===== src/rtl/ifu_pkg.sv =====
// Shared IFU definitions: cache geometry, miss-controller state encoding and
// line-address helpers.
package ifu_pkg;

    localparam int WAYS_NUM   = 16;
    localparam int WAY_W      = $clog2(WAYS_NUM);
    localparam int LINE_WORDS = 4;
    localparam int WORD_IDX_W = $clog2(LINE_WORDS);
    localparam int ADDR_W     = 32;
    localparam int OFFSET_W   = $clog2(LINE_WORDS * 4);
    localparam int TAG_W      = ADDR_W - OFFSET_W;

    localparam logic [ADDR_W-1:0] LINE_MASK = {{TAG_W{1'b1}}, {OFFSET_W{1'b0}}};

    typedef enum logic [2:0] {
        ST_IDLE   = 3'd0,
        ST_VICTIM = 3'd1,
        ST_REQ    = 3'd2,
        ST_FILL   = 3'd3,
        ST_COMMIT = 3'd4
    } t_miss_state;

    function automatic logic [ADDR_W-1:0] line_align(input logic [ADDR_W-1:0] addr);
        return addr & LINE_MASK;
    endfunction

endpackage


===== src/rtl/ifu_first_free_way.sv =====
// Lowest-index invalid way of the fully-associative cache, plus the all-valid
// flag that tells the miss controller to fall back to the plru victim.
module ifu_first_free_way
    import ifu_pkg::*;
(
    input  logic [WAYS_NUM-1:0] valid_bits,
    output logic [WAY_W-1:0]    free_way,
    output logic                all_valid
);

    // Scan from the top so the lowest invalid way is the last one written.
    always_comb begin
        free_way = '0;
        for (int i = WAYS_NUM - 1; i >= 0; i--) begin
            if (!valid_bits[i]) begin
                free_way = WAY_W'(i);
            end else begin
                free_way = free_way;
            end
        end
    end

    assign all_valid = &valid_bits;

endmodule


===== src/rtl/ifu_miss_ctrl.sv =====
// IFU instruction-cache miss controller: picks a way, reads the line from
// memory beat by beat, writes data then tag, and pulses fill_done.
module ifu_miss_ctrl
    import ifu_pkg::*;
(
    input  logic                  clk,
    input  logic                  rst,
    input  logic                  miss_valid,
    input  logic [ADDR_W-1:0]     miss_addr,
    output logic                  miss_ready,
    input  logic [WAYS_NUM-1:0]   valid_bits,
    input  logic [WAY_W-1:0]      plru_victim,
    output logic                  plru_miss,
    output logic                  cache_full,
    output logic                  mem_req_valid,
    input  logic                  mem_req_ready,
    output logic [ADDR_W-1:0]     mem_req_addr,
    input  logic                  mem_rsp_valid,
    input  logic [31:0]           mem_rsp_data,
    output logic                  fill_we,
    output logic [WAY_W-1:0]      fill_way,
    output logic [WORD_IDX_W-1:0] fill_word,
    output logic [31:0]           fill_data,
    output logic                  tag_we,
    output logic [TAG_W-1:0]      tag_value,
    output logic                  fill_done,
    output logic                  busy
);

    t_miss_state           state_r;
    logic [ADDR_W-1:0]     addr_r;
    logic [WAY_W-1:0]      way_r;
    logic [WORD_IDX_W-1:0] beat_r;
    logic [WAY_W-1:0]      free_way_s;
    logic                  all_valid_s;
    logic                  beat_s;
    logic                  last_beat_s;

    ifu_first_free_way u_first_free_way (
        .valid_bits (valid_bits),
        .free_way   (free_way_s),
        .all_valid  (all_valid_s)
    );

    assign cache_full  = all_valid_s;
    assign beat_s      = (state_r == ST_FILL) && mem_rsp_valid;
    assign last_beat_s = (beat_r == WORD_IDX_W'(LINE_WORDS - 1));

    // Miss FSM with the latched line address, chosen way and beat counter.
    always_ff @(posedge clk) begin
        if (rst) begin
            state_r <= ST_IDLE;
            addr_r  <= '0;
            way_r   <= '0;
            beat_r  <= '0;
        end else begin
            case (state_r)
                ST_IDLE: begin
                    if (miss_valid) begin
                        addr_r  <= line_align(miss_addr);
                        state_r <= ST_VICTIM;
                    end
                end
                ST_VICTIM: begin
                    // valid_bits is only looked at here; later changes cannot move the way.
                    way_r   <= all_valid_s ? plru_victim : free_way_s;
                    state_r <= ST_REQ;
                end
                ST_REQ: begin
                    beat_r <= '0;
                    if (mem_req_ready) begin
                        state_r <= ST_FILL;
                    end
                end
                ST_FILL: begin
                    if (mem_rsp_valid) begin
                        if (last_beat_s) begin
                            beat_r  <= '0;
                            state_r <= ST_COMMIT;
                        end else begin
                            beat_r <= beat_r + WORD_IDX_W'(1);
                        end
                    end
                end
                ST_COMMIT: begin
                    state_r <= ST_IDLE;
                end
                default: begin
                    state_r <= ST_IDLE;
                end
            endcase
        end
    end

    // Handshake and strobe decode from the state register.
    always_comb begin
        miss_ready    = 1'b0;
        plru_miss     = 1'b0;
        mem_req_valid = 1'b0;
        tag_we        = 1'b0;
        fill_done     = 1'b0;
        case (state_r)
            ST_IDLE:   miss_ready    = 1'b1;
            ST_VICTIM: plru_miss     = 1'b1;
            ST_REQ:    mem_req_valid = 1'b1;
            ST_COMMIT: begin
                tag_we    = 1'b1;
                fill_done = 1'b1;
            end
            default: begin
                miss_ready = 1'b0;
            end
        endcase
    end

    // Beats are written straight through; the data bus idles at zero.
    always_comb begin
        fill_data = '0;
        if (beat_s) begin
            fill_data = mem_rsp_data;
        end else begin
            fill_data = '0;
        end
    end

    assign busy         = (state_r != ST_IDLE);
    assign fill_we      = beat_s;
    assign fill_way     = way_r;
    assign fill_word    = beat_r;
    assign mem_req_addr = addr_r;
    assign tag_value    = addr_r[ADDR_W-1:OFFSET_W];

endmodule


===== config.mk =====
export PLATFORM = sky130hd
export DESIGN_NAME = ifu_miss_ctrl
export DESIGN_NICKNAME = d
export VERILOG_FILES = /design/src/rtl/ifu_pkg.sv /design/src/rtl/ifu_first_free_way.sv /design/src/rtl/ifu_miss_ctrl.sv
export SDC_FILE = /design/constraint.sdc
export NUM_CORES = 1
export LEC_CHECK = 0
export CAP_MARGIN = 40
export CELL_PAD_IN_SITES_DETAIL_PLACEMENT = 2
export CELL_PAD_IN_SITES_GLOBAL_PLACEMENT = 2
export CORE_MARGIN = 3
export CORE_UTILIZATION = 14
export DETAILED_ROUTE_END_ITERATION = 10
export GPL_TIMING_DRIVEN = 0
export PLACE_DENSITY_LB_ADDON = 0.1
export SLEW_MARGIN = 20
export SYNTH_ARGS = -nofsm -noshare
export SYNTH_HDL_FRONTEND = slang
export SYNTH_SLANG_ARGS = --single-unit

===== constraint.sdc =====
create_clock -name clk -period 1.8 [get_ports clk]
set_input_delay 0.36 -clock clk [delete_from_list [all_inputs] [get_ports clk]]
set_output_delay 0.36 -clock clk [all_outputs]
set_load 0.05 [all_outputs]

==> results of run 1 <==
## registers in the layout (all words and copies together) (netlist names)
name / flops
state_r: 3
fill_way: 4
mem_req_addr: 28
fill_word: 2
## through the flow
step	std cells	worst slack [ns]	total power [mW]	area, um2	TNS (ns)
finish	662	-0.0977	2.78	4530	-2.50
global route	662	-0.168	2.93	4530	-5.18
CTS	659	-0.161	2.84	4440	-4.24
detailed placement	642	-1.16	2.04	4180	-43.14
global placement	642	-1.12	2.02	4180	-40.91
floorplan	276	-0.209	1.56	2100	-4.36
## how the worst max path moves through the flow
stage | from | cells after the start | endpoint | slack [ns]
final | state_r[2]$_SDFFE_PP0P_ | 6 | fill_data[27] | -0.1
after global routing | state_r[2]$_SDFFE_PP0P_ | 6 | fill_data[26] | -0.17
after CTS | state_r[2]$_SDFFE_PP0P_ | 6 | fill_data[17] | -0.16
after detailed placement | mem_rsp_valid | 6 | fill_data[15] | -1.16
after global placement | mem_rsp_valid | 6 | fill_data[15] | -1.12
after floorplan | state_r[1]$_SDFFE_PP0P_ | 6 | mem_req_addr[10]$_SDFFE_PP0P_ | -0.21
## tightest hold or removal path: cells and delay by family, from the launching register on
kind | cells | cell delay, ns
and+or+nand+nor | 1 | 0.06
DFF | 1 | 0.31
AOI/OAI and AO/OA | 1 | 0.05
## logic make-up (layout without fill, tap and decap cells)
kind of cell	count (synthesis)	count (layout)	share of synthesized area
fa+ha+maj	1	1	0.00621
mux	2	2	0.00994
flops	37	37	0.368
simple gates	130	130	0.312
buf+inv	54	260	0.166
other cells	1	4	0.00186
compound gates	48	48	0.135
## power by group through the flow
| stage | Clock, mW | Combinational [mW] | Sequential, mW |
|---|---|---|---|
| detailed placement | 0 | 1.11 | 0.935 |
| CTS | 0.872 | 1.05 | 0.914 |
| finish | 0.828 | 1.04 | 0.911 |
| floorplan | 0 | 0.473 | 1.09 |
| global placement | 0 | 1.09 | 0.931 |
| global route | 0.899 | 1.11 | 0.921 |
## per-layer routing
metal / vias up / part of all wire
li1: 1271 / -
met1: 1203 / 0.38
met2: 130 / 0.49
met3: 7 / 0.12
met4: 2 / 0.0080
met5: - / 0.0014
## layout by cell type, fill, tap and decap left out, types with 2 or more instances in the layout
cell type	count
clkbuf_4	2
and2_4	24
buf_2	6
and2_2	6
buf_8	29
nor3_1	4
clkinv_2	2
dlygate4sd2_1	79
nor2_1	7
o21bai_1	2
inv_1	5
a211oi_1	2
buf_4	45
o21ai_0	3
clkdlybuf4s50_1	67
clkbuf_16	5
clkbuf_1	4
clkbuf_2	3
mux2i_1	2
nand2_2	2
nand2_1	69
a31oi_1	3
buf_6	10
dfxtp_4	2
dfxtp_1	35
a21oi_1	33
nand4_1	3
and2_1	3
conb_1	4
## area by class of cell
type / count / area share
sequential: 37 / 0.165
clock inverter: 2 / 0.00221
clock buffer: 6 / 0.0284
multi-input combinational: 185 / 0.233
timing repair buffer: 198 / 0.437
tap: 180 / 0.0497
buffer: 47 / 0.0770
inverter: 7 / 0.00745
## what timing repair did
action                                  CTS  global route
gates resized for setup                 386            37
buffers inserted                          8             3
pin swaps                                11             8
endpoints found under the setup margin  108            54
gates cloned                              1             0
==> results.tsv, run 1 <==
metric	value	unit
outcome	finished with violations	
violations	setup timing	
die_h	126	um
met3_usage	0.0505	
critPathCaptureType	output port	
grt_first_pass_wirelength	14.4	mm
cp.required	1.44	ns
hold_depth	2	
start_util	0.144	
grt-busiest-layer	met2	
p_leak	2.20	nW
route.detailed.drc	0	
place.gp.congestion	0.698	
core-area	0.0140	mm2
worst_slack	-0.0977	ns
cp_cell_sequence	and2b_2, nand3_4, inv_8, buf_8, and2_4, buf_8	
worst_skew_pair.late_latency	0.27	ns
min_period_over_period	1.05	
pin_count	195	
async_flop_share	0	
synthToLayoutAreaGrowth	125	%
worst_ir_drop_vdd	331	uV
hold_start	fill_way[3]$_SDFFE_PP0P_	
slowest_stage	dfxtp_4	
r2r_start	state_r[2]$_SDFFE_PP0P_	
ys_seq_elements	37	
power.internal	1.78	mW
row_count	43	
whs_endpoint	fill_way[3]$_SDFFE_PP0P_	
synth_edf_count	0	
postRouteAntennaNets	0	
cts_tree	built	
antenna_found_initial	1	
yosysMostFrequentCell	nand2_1	
die_w	126	um
powerDensity	614	mW/mm2
setup_viol	32	
cts.htree.levels	2	
max_cap_viol_count	0	
fmax	0.527	GHz
synth_cells	273	
drt_iter0_drc	53	
clkPwrFrac	0.297	
p_seq_frac	0.327	
root_buffer	clkbuf_16	
totalWireLength	9.29	mm
synth_top_area_cell	dfxtp_1	
cts_sinks	37	
grt_usage	0.112	
yosysWarnings	0	
wire_per_inst	14.0	um
crit_fanout	10	
use_met2	0.203	
final_util	0.324	
r2r_setup_slack	0.13	ns
path_class	reg -> out	
place_hpwl	7.59	mm
regArea	748	um2
clk_pin_slew_worst_paths	0.05	ns
critPathArrivalTime	1.54	ns
synth_top_area_frac	0.368	
skew	0.00184	ns
die-area	0.0159	mm2
hold_buffers	0	
combPwrFrac	0.375	
ys_seq_area_frac	0.368	
multi_input_area	0.00106	mm2
gr-total-overflow	0	
drive_gt1_frac	0.303	
p_switching	1.00	mW
nets	571	
grt_max_degree	12	
hold_class	reg -> reg	
slew_violations	0	
crit_family	simple AND/OR/NAND/NOR gates	
diodes	0	
io_buffer_count	186	
min_period	1.90	ns
nFillCells	1614	
via_per_inst	3.95	
clockBufferDepth	2	
slew_headroom	0.652	
holdWs	0.463	ns
synth_area_leaders	dfxtp_1, nand2_1, buf_4, and2_1, a21oi_1	
p_sw_frac	0.361	
met1_usage	0.118	
reg2reg_depth	7	
cp-start-kind	flop	
synth_top_flop_cell	dfxtp_1	
final-hold-violation-count	0	
dr.pass1.iters	4	
rsz0062_at_grt	yes	
crit_top_cell	buf_8	
critPathMaxStageDelay	0.35	ns
worstMarginPinSlew	0.524	ns
vias	2613	
syn_avg_cell_area	7.38	um2
synth_common_cells	nand2_1, dfxtp_1, buf_4, a21oi_1, and2_1	
first_global_vias	2894	
crit_buf_inv	3	
cts_buffers	5	
worstReg2RegEnd	mem_req_addr[19]$_SDFFE_PP0P_	
syn-cell-area	0.00201	mm2
synth_cell_types	33	
(Power assumes the default switching activity.)
==> run 2, diff against run 1 <==
--- a/config.mk
+++ b/config.mk
@@ -13,6 +13,8 @@
 export DETAILED_ROUTE_END_ITERATION = 10
 export GPL_TIMING_DRIVEN = 0
 export PLACE_DENSITY_LB_ADDON = 0.1
+export RECOVER_POWER = 50
+export SKIP_CTS_REPAIR_TIMING = 1
 export SLEW_MARGIN = 20
 export SYNTH_ARGS = -nofsm -noshare
 export SYNTH_HDL_FRONTEND = slang
==> run 2 against run 1 <==
  * Clock skew grew 0.0013 ns
  * The run still ends with setup timing left
  * Flip-flop and latch count unchanged
  * Final cell count is 0.30% lower
  * Critical endpoint is now fill_data[20]
  * Register-to-register slack about the same
  * Die area did not move
==> results.tsv, run 2 (synthesized netlist as in run 1, its figures left out) <==
metric	value	unit
outcome	finished with violations	
violations	setup timing	
via_per_inst	3.93	
worstMarginPinSlew	0.652	ns
antenna_found_initial	1	
drive_gt1_frac	0.300	
cp.required	1.44	ns
largest_register_ff_count	28	
final_util	0.325	
min_period_over_period	1.09	
worst_skew_pair.late_latency	0.27	ns
slew_violations	0	
slowest_stage	dfxtp_4	
cts_sinks	37	
totalWireLength	9.62	mm
skew	0.00312	ns
synthToLayoutAreaGrowth	126	%
core-area	0.0140	mm2
critPathArrivalTime	1.59	ns
grt_usage	0.109	
pin_count	195	
dp_cells	642	
setup_viol	33	
postRouteAntennaNets	0	
crit_family	simple AND/OR/NAND/NOR gates	
hold_class	in -> reg	
final-hold-violation-count	0	
final_common_cell	nand2_1	
dr.pass1.iters	4	
finalSetupTns	-3.73	ns
gr-total-overflow	0	
critPathCaptureType	output port	
powerDensity	615	mW/mm2
layout_common_cells	nand2_1, clkdlybuf4s50_1, dlymetal6s2s_1	
nets	569	
first_global_vias	2844	
critPathMaxStageDelay	0.36	ns
crit_buf_inv	3	
max_cap_viol_count	0	
place.gp.congestion	0.698	
die_h	126	um
place_hpwl	7.59	mm
power	2.80	mW
fin_cells	660	
cp-start-kind	flop	
wire_per_inst	14.6	um
fmax	0.512	GHz
min_period	1.95	ns
grt_first_pass_wirelength	14.0	mm
root_buffer	clkbuf_16	
die_w	126	um
die-area	0.0159	mm2
cp_cell_sequence	and2b_2, nand3_4, inv_8, buf_4, and2_2, buf_8	
route.detailed.drc	0	
worst_slack	-0.154	ns
clockBufferDepth	2	
worst_ir_drop_vdd	332	uV
diodes	0	
cts.htree.levels	2	
cts_tree	built	
drt_iter0_drc	48	
path_class	reg -> out	
crit_fanout	5	
vias	2594	
io_buffer_count	186	
nFillCells	1614	
clk_pin_slew_worst_paths	0.06	ns
start_util	0.144	
cts_buffers	5	
rsz0062_at_grt	yes	
grt_max_degree	12	
p_leak	2.48	nW
slew_headroom	0.567	
row_count	43	
-- run 2: final timing paths --
path         depth (start not counted)                      from  slack, ns                       endpoint
min reg2reg                          2  fill_way[3]$_SDFFE_PP0P_       0.47       fill_way[3]$_SDFFE_PP0P_
min                                  2             mem_rsp_valid       0.45        state_r[1]$_SDFFE_PP0P_
max                                  6   state_r[2]$_SDFFE_PP0P_      -0.15                  fill_data[20]
max reg2reg                          7   state_r[2]$_SDFFE_PP0P_       0.13  mem_req_addr[19]$_SDFFE_PP0P_
-- run 2: routing by layer --
layer | vias to the layer above | share of wire | track usage
li1 | 1265 | - | -
met1 | 1190 | 0.39 | 0.116
met2 | 130 | 0.49 | 0.197
met3 | 7 | 0.11 | 0.0500
met4 | 2 | 0.0081 | 0.0246
met5 | - | 0.0014 | 0
-- run 2: metrics by stage --
stage | hold slack (ns) | cell area [um2] | setup WS (ns)
2_1_floorplan | 0.464 | 2100 | -0.209
3_3_place_gp | 0.441 | 4180 | -1.12
3_5_place_dp | 0.459 | 4180 | -1.16
4_1_cts | 0.471 | 4320 | -1.32
5_1_grt | 0.487 | 4550 | -0.235
6_report | 0.445 | 4550 | -0.154
-- run 2: area by class of cell --
type	count	area, um2	share of cell area
timing repair buffer	195	1990	0.438
clock buffer	6	129	0.0284
tap	180	225	0.0495
timing repair inverter	1	6.26	0.00138
buffer	47	342	0.0751
sequential	37	748	0.165
multi-input combinational	185	1060	0.234
inverter	7	33.8	0.00743
clock inverter	2	10.0	0.00220
-- run 2: report_power, final --
group          internal [mW]  total (mW)  switching, mW
logic                  0.405        1.05          0.648
clock network          0.508       0.829          0.321
registers              0.871       0.913         0.0422
total                   1.78        2.80           1.01
-- run 2: worst register-to-register path, stage by stage, from the launching register on --
cell and delay, ns:
dfxtp_4 0.35, buf_12 0.12, nor3_2 0.32, and2_1 0.18
buf_4 0.18, buf_2 0.25, nand2_1 0.09, a21oi_1 0.12
